--- src/rtl/qpsk_demod_if.sv ---
// QPSK detector bus: sample/LO input stream and the valid/ready bit-pair result.
// The soft sums exist only when QPSK_SOFT_OUT_EN is defined.
interface qpsk_demod_if #(
   parameter int unsigned SAMPLES_PER_SYM = 16,
   parameter int unsigned IN_W            = 10,
   parameter int unsigned LO_W            = 9
);
   localparam int unsigned ACC_W = IN_W + LO_W + $clog2(SAMPLES_PER_SYM);

   logic                   sym_sync;
   logic                   in_valid;
   logic signed [IN_W-1:0] qpsk_in;
   logic signed [LO_W-1:0] lo_cos_in;
   logic signed [LO_W-1:0] lo_sin_in;
   logic                   out_valid;
   logic                   out_ready;
   logic                   i_bit;
   logic                   q_bit;
   logic                   overrun;
`ifdef QPSK_SOFT_OUT_EN
   logic signed [ACC_W-1:0] soft_i;
   logic signed [ACC_W-1:0] soft_q;
`endif

   // Sample source and result consumer.
   modport master (
      output sym_sync, in_valid, qpsk_in, lo_cos_in, lo_sin_in, out_ready,
`ifdef QPSK_SOFT_OUT_EN
      input  soft_i, soft_q,
`endif
      input  out_valid, i_bit, q_bit, overrun
   );

   // The detector itself.
   modport slave (
      input  sym_sync, in_valid, qpsk_in, lo_cos_in, lo_sin_in, out_ready,
`ifdef QPSK_SOFT_OUT_EN
      output soft_i, soft_q,
`endif
      output out_valid, i_bit, q_bit, overrun
   );
endinterface

--- src/rtl/qpsk_demod.sv ---
// Coherent QPSK detector. Each sample is mixed with the aligned cos/sin references,
// the products are integrated over one symbol and the sign of each sum gives I/Q.
// Results leave through a valid/ready holding register; overwriting an unconsumed
// result sets the sticky overrun flag.
// Optional feature: define QPSK_SOFT_OUT_EN to also expose the signed symbol sums.
module qpsk_demod #(
   parameter int unsigned SAMPLES_PER_SYM = 16,
   parameter int unsigned IN_W            = 10,
   parameter int unsigned LO_W            = 9
) (
   input logic          clk,
   input logic          rst_n,
   qpsk_demod_if.slave  bus
);
   localparam int unsigned PROD_W = IN_W + LO_W;
   localparam int unsigned ACC_W  = IN_W + LO_W + $clog2(SAMPLES_PER_SYM);
   localparam int unsigned CNT_W  = $clog2(SAMPLES_PER_SYM);
   localparam logic [CNT_W-1:0] CntLast = CNT_W'(SAMPLES_PER_SYM - 1);

   logic signed [PROD_W-1:0] prod_i, prod_q;
   logic signed [ACC_W-1:0]  prod_i_ext, prod_q_ext;
   logic signed [ACC_W-1:0]  acc_i_q, acc_i_d, acc_q_q, acc_q_d;
   logic signed [ACC_W-1:0]  sum_i, sum_q;
   logic [CNT_W-1:0]         cnt_q, cnt_d;
   logic                     sym_done;
   logic                     out_valid_q, out_valid_d;
   logic                     i_bit_q, i_bit_d, q_bit_q, q_bit_d;
   logic                     overrun_q, overrun_d;
`ifdef QPSK_SOFT_OUT_EN
   logic signed [ACC_W-1:0]  soft_i_q, soft_i_d, soft_q_q, soft_q_d;
`endif

   // Full-width signed mixing products, sign-extended to accumulator width.
   always_comb begin
      prod_i     = PROD_W'(bus.qpsk_in) * PROD_W'(bus.lo_cos_in);
      prod_q     = PROD_W'(bus.qpsk_in) * PROD_W'(bus.lo_sin_in);
      prod_i_ext = ACC_W'(prod_i);
      prod_q_ext = ACC_W'(prod_q);
      sum_i      = acc_i_q + prod_i_ext;
      sum_q      = acc_q_q + prod_q_ext;
   end

   // Integrator and symbol counter; sym_sync restarts the symbol and drops the partial sum.
   always_comb begin
      acc_i_d  = acc_i_q;
      acc_q_d  = acc_q_q;
      cnt_d    = cnt_q;
      sym_done = 1'b0;
      if (bus.sym_sync) begin
         if (bus.in_valid) begin
            acc_i_d = prod_i_ext;
            acc_q_d = prod_q_ext;
            cnt_d   = CNT_W'(1);
         end else begin
            acc_i_d = '0;
            acc_q_d = '0;
            cnt_d   = '0;
         end
      end else if (bus.in_valid) begin
         if (cnt_q == CntLast) begin
            sym_done = 1'b1;
            acc_i_d  = '0;
            acc_q_d  = '0;
            cnt_d    = '0;
         end else begin
            acc_i_d = sum_i;
            acc_q_d = sum_q;
            cnt_d   = cnt_q + CNT_W'(1);
         end
      end
   end

   // Slicer and output holding register; a new result always wins over a pending one.
   always_comb begin
      out_valid_d = out_valid_q;
      i_bit_d     = i_bit_q;
      q_bit_d     = q_bit_q;
      overrun_d   = overrun_q;
`ifdef QPSK_SOFT_OUT_EN
      soft_i_d    = soft_i_q;
      soft_q_d    = soft_q_q;
`endif
      if (sym_done) begin
         out_valid_d = 1'b1;
         i_bit_d     = ~sum_i[ACC_W-1];  // zero slices to 1
         q_bit_d     = ~sum_q[ACC_W-1];
`ifdef QPSK_SOFT_OUT_EN
         soft_i_d    = sum_i;
         soft_q_d    = sum_q;
`endif
         if (out_valid_q && !bus.out_ready) begin
            overrun_d = 1'b1;
         end
      end else if (out_valid_q && bus.out_ready) begin
         out_valid_d = 1'b0;
      end
   end

   // State registers with synchronous active-low reset.
   always_ff @(posedge clk) begin
      if (!rst_n) begin
         acc_i_q     <= '0;
         acc_q_q     <= '0;
         cnt_q       <= '0;
         out_valid_q <= 1'b0;
         i_bit_q     <= 1'b0;
         q_bit_q     <= 1'b0;
         overrun_q   <= 1'b0;
`ifdef QPSK_SOFT_OUT_EN
         soft_i_q    <= '0;
         soft_q_q    <= '0;
`endif
      end else begin
         acc_i_q     <= acc_i_d;
         acc_q_q     <= acc_q_d;
         cnt_q       <= cnt_d;
         out_valid_q <= out_valid_d;
         i_bit_q     <= i_bit_d;
         q_bit_q     <= q_bit_d;
         overrun_q   <= overrun_d;
`ifdef QPSK_SOFT_OUT_EN
         soft_i_q    <= soft_i_d;
         soft_q_q    <= soft_q_d;
`endif
      end
   end

   assign bus.out_valid = out_valid_q;
   assign bus.i_bit     = i_bit_q;
   assign bus.q_bit     = q_bit_q;
   assign bus.overrun   = overrun_q;
`ifdef QPSK_SOFT_OUT_EN
   assign bus.soft_i    = soft_i_q;
   assign bus.soft_q    = soft_q_q;
`endif
endmodule

--- src/flat_wrapper.sv ---
// flat-port wrapper written by rule: the top's interface ports become plain ports
module qpsk_demod_flat 
#(
   parameter int unsigned SAMPLES_PER_SYM = 16,
   parameter int unsigned IN_W            = 10,
   parameter int unsigned LO_W            = 9
)
  (clk, rst_n, bus_sym_sync, bus_in_valid, bus_qpsk_in, bus_lo_cos_in, bus_lo_sin_in, bus_out_ready, bus_out_valid, bus_i_bit, bus_q_bit, bus_overrun);
  qpsk_demod_if #(.SAMPLES_PER_SYM(SAMPLES_PER_SYM), .IN_W(IN_W), .LO_W(LO_W)) bus_i ();
  input logic clk;
  input logic rst_n;
  input wire logic [$bits(bus_i.sym_sync)-1:0] bus_sym_sync;
  input wire logic [$bits(bus_i.in_valid)-1:0] bus_in_valid;
  input wire logic [$bits(bus_i.qpsk_in)-1:0] bus_qpsk_in;
  input wire logic [$bits(bus_i.lo_cos_in)-1:0] bus_lo_cos_in;
  input wire logic [$bits(bus_i.lo_sin_in)-1:0] bus_lo_sin_in;
  input wire logic [$bits(bus_i.out_ready)-1:0] bus_out_ready;
  output wire logic [$bits(bus_i.out_valid)-1:0] bus_out_valid;
  output wire logic [$bits(bus_i.i_bit)-1:0] bus_i_bit;
  output wire logic [$bits(bus_i.q_bit)-1:0] bus_q_bit;
  output wire logic [$bits(bus_i.overrun)-1:0] bus_overrun;
  assign bus_i.sym_sync = bus_sym_sync;
  assign bus_i.in_valid = bus_in_valid;
  assign bus_i.qpsk_in = bus_qpsk_in;
  assign bus_i.lo_cos_in = bus_lo_cos_in;
  assign bus_i.lo_sin_in = bus_lo_sin_in;
  assign bus_i.out_ready = bus_out_ready;
  assign bus_out_valid = bus_i.out_valid;
  assign bus_i_bit = bus_i.i_bit;
  assign bus_q_bit = bus_i.q_bit;
  assign bus_overrun = bus_i.overrun;
  qpsk_demod #(.SAMPLES_PER_SYM(SAMPLES_PER_SYM), .IN_W(IN_W), .LO_W(LO_W)) u_core (.clk(clk), .rst_n(rst_n), .bus(bus_i));
endmodule
--- config.mk ---
export PLATFORM = sky130hd
export DESIGN_NAME = qpsk_demod_flat
export DESIGN_NICKNAME = d
export VERILOG_FILES = /design/src/rtl/qpsk_demod_if.sv /design/src/rtl/qpsk_demod.sv /design/src/flat_wrapper.sv
export SDC_FILE = /design/constraint.sdc
export NUM_CORES = 1
export LEC_CHECK = 0
export CAP_MARGIN = 20
export CORE_MARGIN = 10
export CORE_UTILIZATION = 29
export CTS_BUF_LIST = sky130_fd_sc_hd__clkbuf_4 sky130_fd_sc_hd__clkbuf_8
export DETAILED_ROUTE_END_ITERATION = 8
export GPL_TIMING_DRIVEN = 0
export SYNTH_ARGS = -nofsm -noshare
export SYNTH_HDL_FRONTEND = slang
export SYNTH_SLANG_ARGS = --single-unit
--- constraint.sdc ---
create_clock -name clk -period 9.1 [get_ports clk]
set_input_delay 2.275 -clock clk [delete_from_list [all_inputs] [get_ports clk]]
set_output_delay 2.275 -clock clk [all_outputs]
set_load 0.05 [all_outputs]
After elaboration in Yosys (flattened, before gate mapping). Cells that the tools add are included.

Register bits: 54. Bits in latches: 0. Bits in writable memories: 0. ROM bits: 0. Input port bits: 33. Output and inout port bits: 4. Logic and storage cells: 38. Memories: 0.

Add/subtract/negate cells: 3. Multipliers: 2. Div/mod/pow operators: 0. $lt $le $gt $ge: 0. Equal/unequal tests: 1. Shift-type cells: 0. Multiplexer cells: 17. Bitwise operators: 2. Reduce and logical (&&, ||, !) cells: 6.

Operators with widths (number): $mux 23 (8); $add 23x19->23 (2); $mul 10x9->19 (2); $mux 4 (3); $mux 1 (6); $add 4x1->4 const B (1); $eq 4x4->1 const B (1); $reduce_bool 2->1 (2); $logic_and 1x1->1 (2); $not 1->1 (2); $reduce_and 2->1 (1); $logic_not 1->1 (1).

Longest topological paths before layout.
Word-level depth: 5. Depth in mapped cells: 30. Mapped depth without buffers: 29.

Least setup slack after synthesis. Ideal clock, no wire load.

Kind: input port to flip-flop. Start point: input port bus_qpsk_in[7]. End point: register u_core.acc_q_q[22]. Setup time: 0.115 ns. Arrival time: 8.446 ns. Data required time: 8.985 ns. Slack: 0.539 ns. Cell stages on the path: 29. Buffers on the path: 2. Cell sequence: clkbuf_1 -> clkbuf_1 -> nand2_1 -> fa_1 -> inv_1 -> fa_1 -> inv_1 -> fa_1 -> inv_1 -> fa_1 -> ha_1 -> ha_1 -> nor2b_1 -> o21ai_0 -> a21boi_1 -> o211ai_1 -> a21oi_1 -> nor3_1 -> xnor2_1 -> ha_1 -> inv_1 -> nor2_1 -> and2_1 -> and4_1 -> a221oi_2 -> nor3_1 -> a311o_1 -> xor2_1 -> o21a_1.

Cells in the longest elaborated chain, start to end: 5. Elaborated cells between the ends (all ways): 6. Those cells by class: add/sub (1); mul (1); mux (4).

Ends and longest elaborated chain: start, declared (RTL line flat_wrapper.sv:14) `input wire logic [$bits(bus_i.qpsk_in)-1:0] bus_qpsk_in;`; $mul 10x9->19 * (RTL line qpsk_demod.sv:36) `prod_q = PROD_W'(bus.qpsk_in) * PROD_W'(bus.lo_sin_in);`; $add 23x19->23 (RTL line qpsk_demod.sv:40) `sum_q = acc_q_q + prod_q_ext;`; $mux 23 (RTL line qpsk_demod.sv:60) `if (cnt_q == CntLast) begin`; $mux 23 (RTL line qpsk_demod.sv:59) `end else if (bus.in_valid) begin`; $mux 23 * (RTL line qpsk_demod.sv:49) `if (bus.sym_sync) begin`; end signal, assigned (RTL line qpsk_demod.sv:115) `acc_q_q <= acc_q_d;`; end, declared (RTL line qpsk_demod.sv:22) `logic signed [ACC_W-1:0] acc_i_q, acc_i_d, acc_q_q, acc_q_d;`.

Every way passes the cells marked *; elsewhere a longest branch is shown, timed or not. The select of a mux whose other input is x is not followed. A chain may end at the register's enable or synchronous reset.

Worst setup path after layout.
Start point: input port bus_lo_sin_in[6]. End point: register u_core.acc_q_q[22].

Cells in the longest elaborated chain, start to end: 5. Elaborated cells between the ends (all ways): 6. Those cells by class: add/sub (1); mul (1); mux (4).

Ends and longest elaborated chain: start, declared (RTL line flat_wrapper.sv:16) `input wire logic [$bits(bus_i.lo_sin_in)-1:0] bus_lo_sin_in;`; $mul 10x9->19 * (RTL line qpsk_demod.sv:36); $add 23x19->23 (RTL line qpsk_demod.sv:40); $mux 23 (RTL line qpsk_demod.sv:60); $mux 23 (RTL line qpsk_demod.sv:59); $mux 23 * (RTL line qpsk_demod.sv:49).

Marks and branches as above.

==> reports/qor.csv <==
stage;metric;value;unit
grt;antenna_found_initial;0;
status;status;complete, no violations;
critical_path;cp-startpoint;bus_lo_sin_in[6];
drt;top_layer_used;met4;
timing;hold_slack;475;ps
place;place.port_buffers;18;
floorplanning;core_region_area;37500;µm²
yosys;synthSimpleGateAreaFrac;17.2;%
critical_path;rr_startpoint;u_core.acc_q_q[0]$_SDFFE_PN0P_;
timing;clock_skew;14.4;ps
critical_path;critical_path_class;primary input to flip-flop;
layout;n_fill_cell;3942;
clock_tree;htree_levels;2;
yosys;synth_edf_count;0;
clock_tree;worst_skew_pair.late_latency;320;ps
yosys;ys.flop_type;dfxtp_1;
yosys;synth-compound-area-share;15.6;%
drt;wl_met1;12.2;mm
yosys;synthAdderAreaFrac;42.8;%
grt;grt.overflow.total;0;
yosys;syn_inst;1308;
critical_path;ff2ff_setup_slack;5880;ps
drt;vias;8975;
layout;drive_gt1_share;3.89;%
yosys;synthMuxAreaShare;0.274;%
yosys;netlist_top_cells_area;fa_1, ha_1, dfxtp_1;
yosys;yosysWarnings;0;
yosys;syn_nets;1622;
timing;clock.fmax;114;MHz
drt;drc_errors;0;
timing;min_period;8770;ps
critical_path;critPathLaunchType;primary input;
floorplanning;start_util;29.2;%
timing;slew_headroom;49.9;%
timing;slew_viol_final;0;
timing;setup_viol_count_final;0;
layout;final-seq-area;1080;µm²
floorplanning;rows;71;
layout;multi_input_area;9000;µm²
clock_tree;clock_tree.root_cell;clkbuf_8;
drt;wl_met2;13.8;mm
clock_tree;cts_buffers;5;
yosys;synth-seq-cells;54;
flow_run;maxCapViolCount;0;
clock_tree;cts_hold_buf;0;
timing;min_period_over_period;96.4;%
critical_path;arrival;9010;ps
yosys;synth_top_family_by_area;adder cells;
yosys;synth-xor-area-share;5.76;%
layout;syn2layout_area_growth;9.20;%
layout;final_nets;1650;
place;dpl_cell_area;11800;µm²
timing;tightest_slew;751;ps
yosys;synth_top_area_cell;fa_1;
timing;final_hold_viol_count;0;
yosys;synth_seq_area_share;9.87;%
clock_tree;cts.clk_slew.worst_paths;110;ps
drt;wl;27.6;mm
yosys;yosysTopAreaCellShare;28.5;%
clock_tree;cts_num_sinks;54;
drt;wl_met3;1.06;mm
critical_path;critical_path.endpoint_type;flip-flop;
place;gp_congestion;0.888;
drt;vias_per_cell;4.86;
grt;grt_max_degree;17;
critical_path;r2r-end;u_core.acc_q_q[14]$_SDFFE_PN0P_;
critical_path;critPathRequiredTime;9330;ps
floorplanning;io_pins;37;
clock_tree;cts_tree;yes;
grt;grtUsageTotal;12.0;%
critical_path;endpoint;u_core.acc_q_q[22]$_SDFFE_PN0P_;
floorplanning;dieWidth;214;µm
drt;ant_nets;0;
worst_hold_path;hp-class;flip-flop to flip-flop;
yosys;syn_area;11000;µm²
clock_tree;clk_path_buf_depth;2;
critical_path;ff2ff_path_depth;12;
drt;drtIter0Drc;408;
floorplanning;die_area;45900;µm²
drt;wl_per_cell;14.9;µm
yosys;synth_cell_type_count;60;
floorplanning;die_h;214;µm
grt;grt_pass1_wl;46.3;mm
place;hpwlAfterDp;22.4;mm
critical_path;path_max_fanout;10;
layout;fin_area;12000;µm²
yosys;avgSynthCellArea;8.37;µm²
drt;firstDrtPassIters;5;
yosys;async_flop_share;0;%
layout;antenna_cells;0;
grt;first_global_vias;9174;
[cells in the mapped netlist (6+ instances only)]
library cell	number
nor3_1	13
o31ai_1	10
o21ai_1	6
a21oi_1	66
and2_1	75
nand2_1	148
a211oi_1	11
nand3_1	17
nor2_1	58
o21ai_0	56
or3_1	6
inv_1	199
a21o_1	18
o21a_1	8
o21bai_1	6
o211ai_1	7
ha_1	125
fa_1	156
clkbuf_1	49
xor2_1	23
nor2b_1	33
dfxtp_1	54
nand2b_1	14
a22oi_1	31
xnor2_1	49
[timing repair]
item | CTS | global route
pin swaps | 0 | 4
endpoints found under the setup margin | 16 | 11
gates resized for setup | 30 | 34
buffers inserted | 0 | 3
[per-layer routing]
layer / up-vias / GRT usage [%]
met3: 27 / 1.68
li1: 4340 / -
met5: - / 0
met4: 0 / 2.79
met1: 4454 / 15.3
met2: 154 / 21.0
[state kept, by name, summed over array words and instances, names as in the netlist]
| register | count |
|---|---|
| u_core.acc_i_q | 23 |
| u_core.acc_q_q | 23 |
| u_core.bus.i_bit | 1 |
| u_core.bus.out_valid | 1 |
| u_core.bus.overrun | 1 |
| u_core.bus.q_bit | 1 |
| u_core.cnt_q | 4 |
[worst min-delay path by stage]
stage                                          from                               to  slack (ps)  cells past startpoint
finish              u_core.acc_q_q[13]$_SDFFE_PN0P_  u_core.acc_q_q[13]$_SDFFE_PN0P_         480                      2
global placement    u_core.acc_q_q[13]$_SDFFE_PN0P_  u_core.acc_q_q[13]$_SDFFE_PN0P_         460                      2
CTS                 u_core.acc_q_q[13]$_SDFFE_PN0P_  u_core.acc_q_q[13]$_SDFFE_PN0P_         480                      2
detailed placement  u_core.acc_q_q[13]$_SDFFE_PN0P_  u_core.acc_q_q[13]$_SDFFE_PN0P_         460                      2
floorplan           u_core.acc_q_q[13]$_SDFFE_PN0P_  u_core.acc_q_q[13]$_SDFFE_PN0P_         450                      2
global route         u_core.acc_i_q[9]$_SDFFE_PN0P_   u_core.acc_i_q[9]$_SDFFE_PN0P_         510                      2
[critical path, stage by stage]
cell and delay [ps]:
clkdlybuf4s50_1 670, nand2_1 140, fa_1 520, fa_1 500, inv_1 50, fa_1 470
fa_1 510, fa_1 410, ha_1 320, o21ai_1 140, a21boi_2 100, o211ai_1 220
nand2_1 80, a21oi_1 250, xnor2_2 190, ha_1 330, a21oi_1 170, o21ai_1 110
nor4_1 230, nor3_1 140, a221oi_2 380, nor3_1 100, a311o_1 340, xor2_1 160
o21a_1 170
[per-stage QoR]
step	util (%)	std cells	setup TNS, ps	setup WS [ps]
floorplan	-	1308	0	539
global placement	31.4	1837	-11820	-1110
global route	31.9	1848	-74.5	-41.9
finish	31.9	1848	0	330
detailed placement	31.4	1837	-12560	-1140
CTS	31.8	1845	0	18.0
[area by class of cell]
type                    instances  share of cell area (%)
multi-input cells            1005                    75.2
clock inverters                 2                   0.115
clock buffers                   6                   0.638
repair buffers                 21                    1.47
plain buffers                  50                    1.90
inverters                     199                    6.24
flip-flops and latches         54                    9.04
well taps                     511                    5.35
[cell families (layout without fill, tap and decap cells)]
kind of cell / Yosys count / in the layout
xor+xnor: 72 / 72
buf+inv: 249 / 278
compound gates: 263 / 263
simple gates: 386 / 386
mux: 3 / 3
fa+ha+maj: 281 / 281
flops: 54 / 54
[cell usage in the layout (no fill, tap or decap), types with 7 or more instances in the layout]
cell	synthesis	final
a21o_1	18	18
nor2_1	58	57
nand2b_1	14	14
o21ai_1	6	7
o21ai_0	56	55
o211ai_1	7	7
a22oi_1	31	31
nor3_1	13	12
fa_1	156	156
clkdlybuf4s50_1	0	9
clkbuf_2	0	10
nor2b_1	33	33
xnor2_1	49	45
a211oi_1	11	10
nand2_1	148	148
o21a_1	8	8
ha_1	125	125
dfxtp_1	54	54
clkbuf_4	0	7
inv_1	199	199
and2_1	75	75
xor2_1	23	21
o31ai_1	10	10
clkbuf_1	49	36
nand3_1	17	17
a21oi_1	66	66
Power is not shown: default switching activity piles up to over one toggle a cycle in this logic, so the estimate is an artifact.
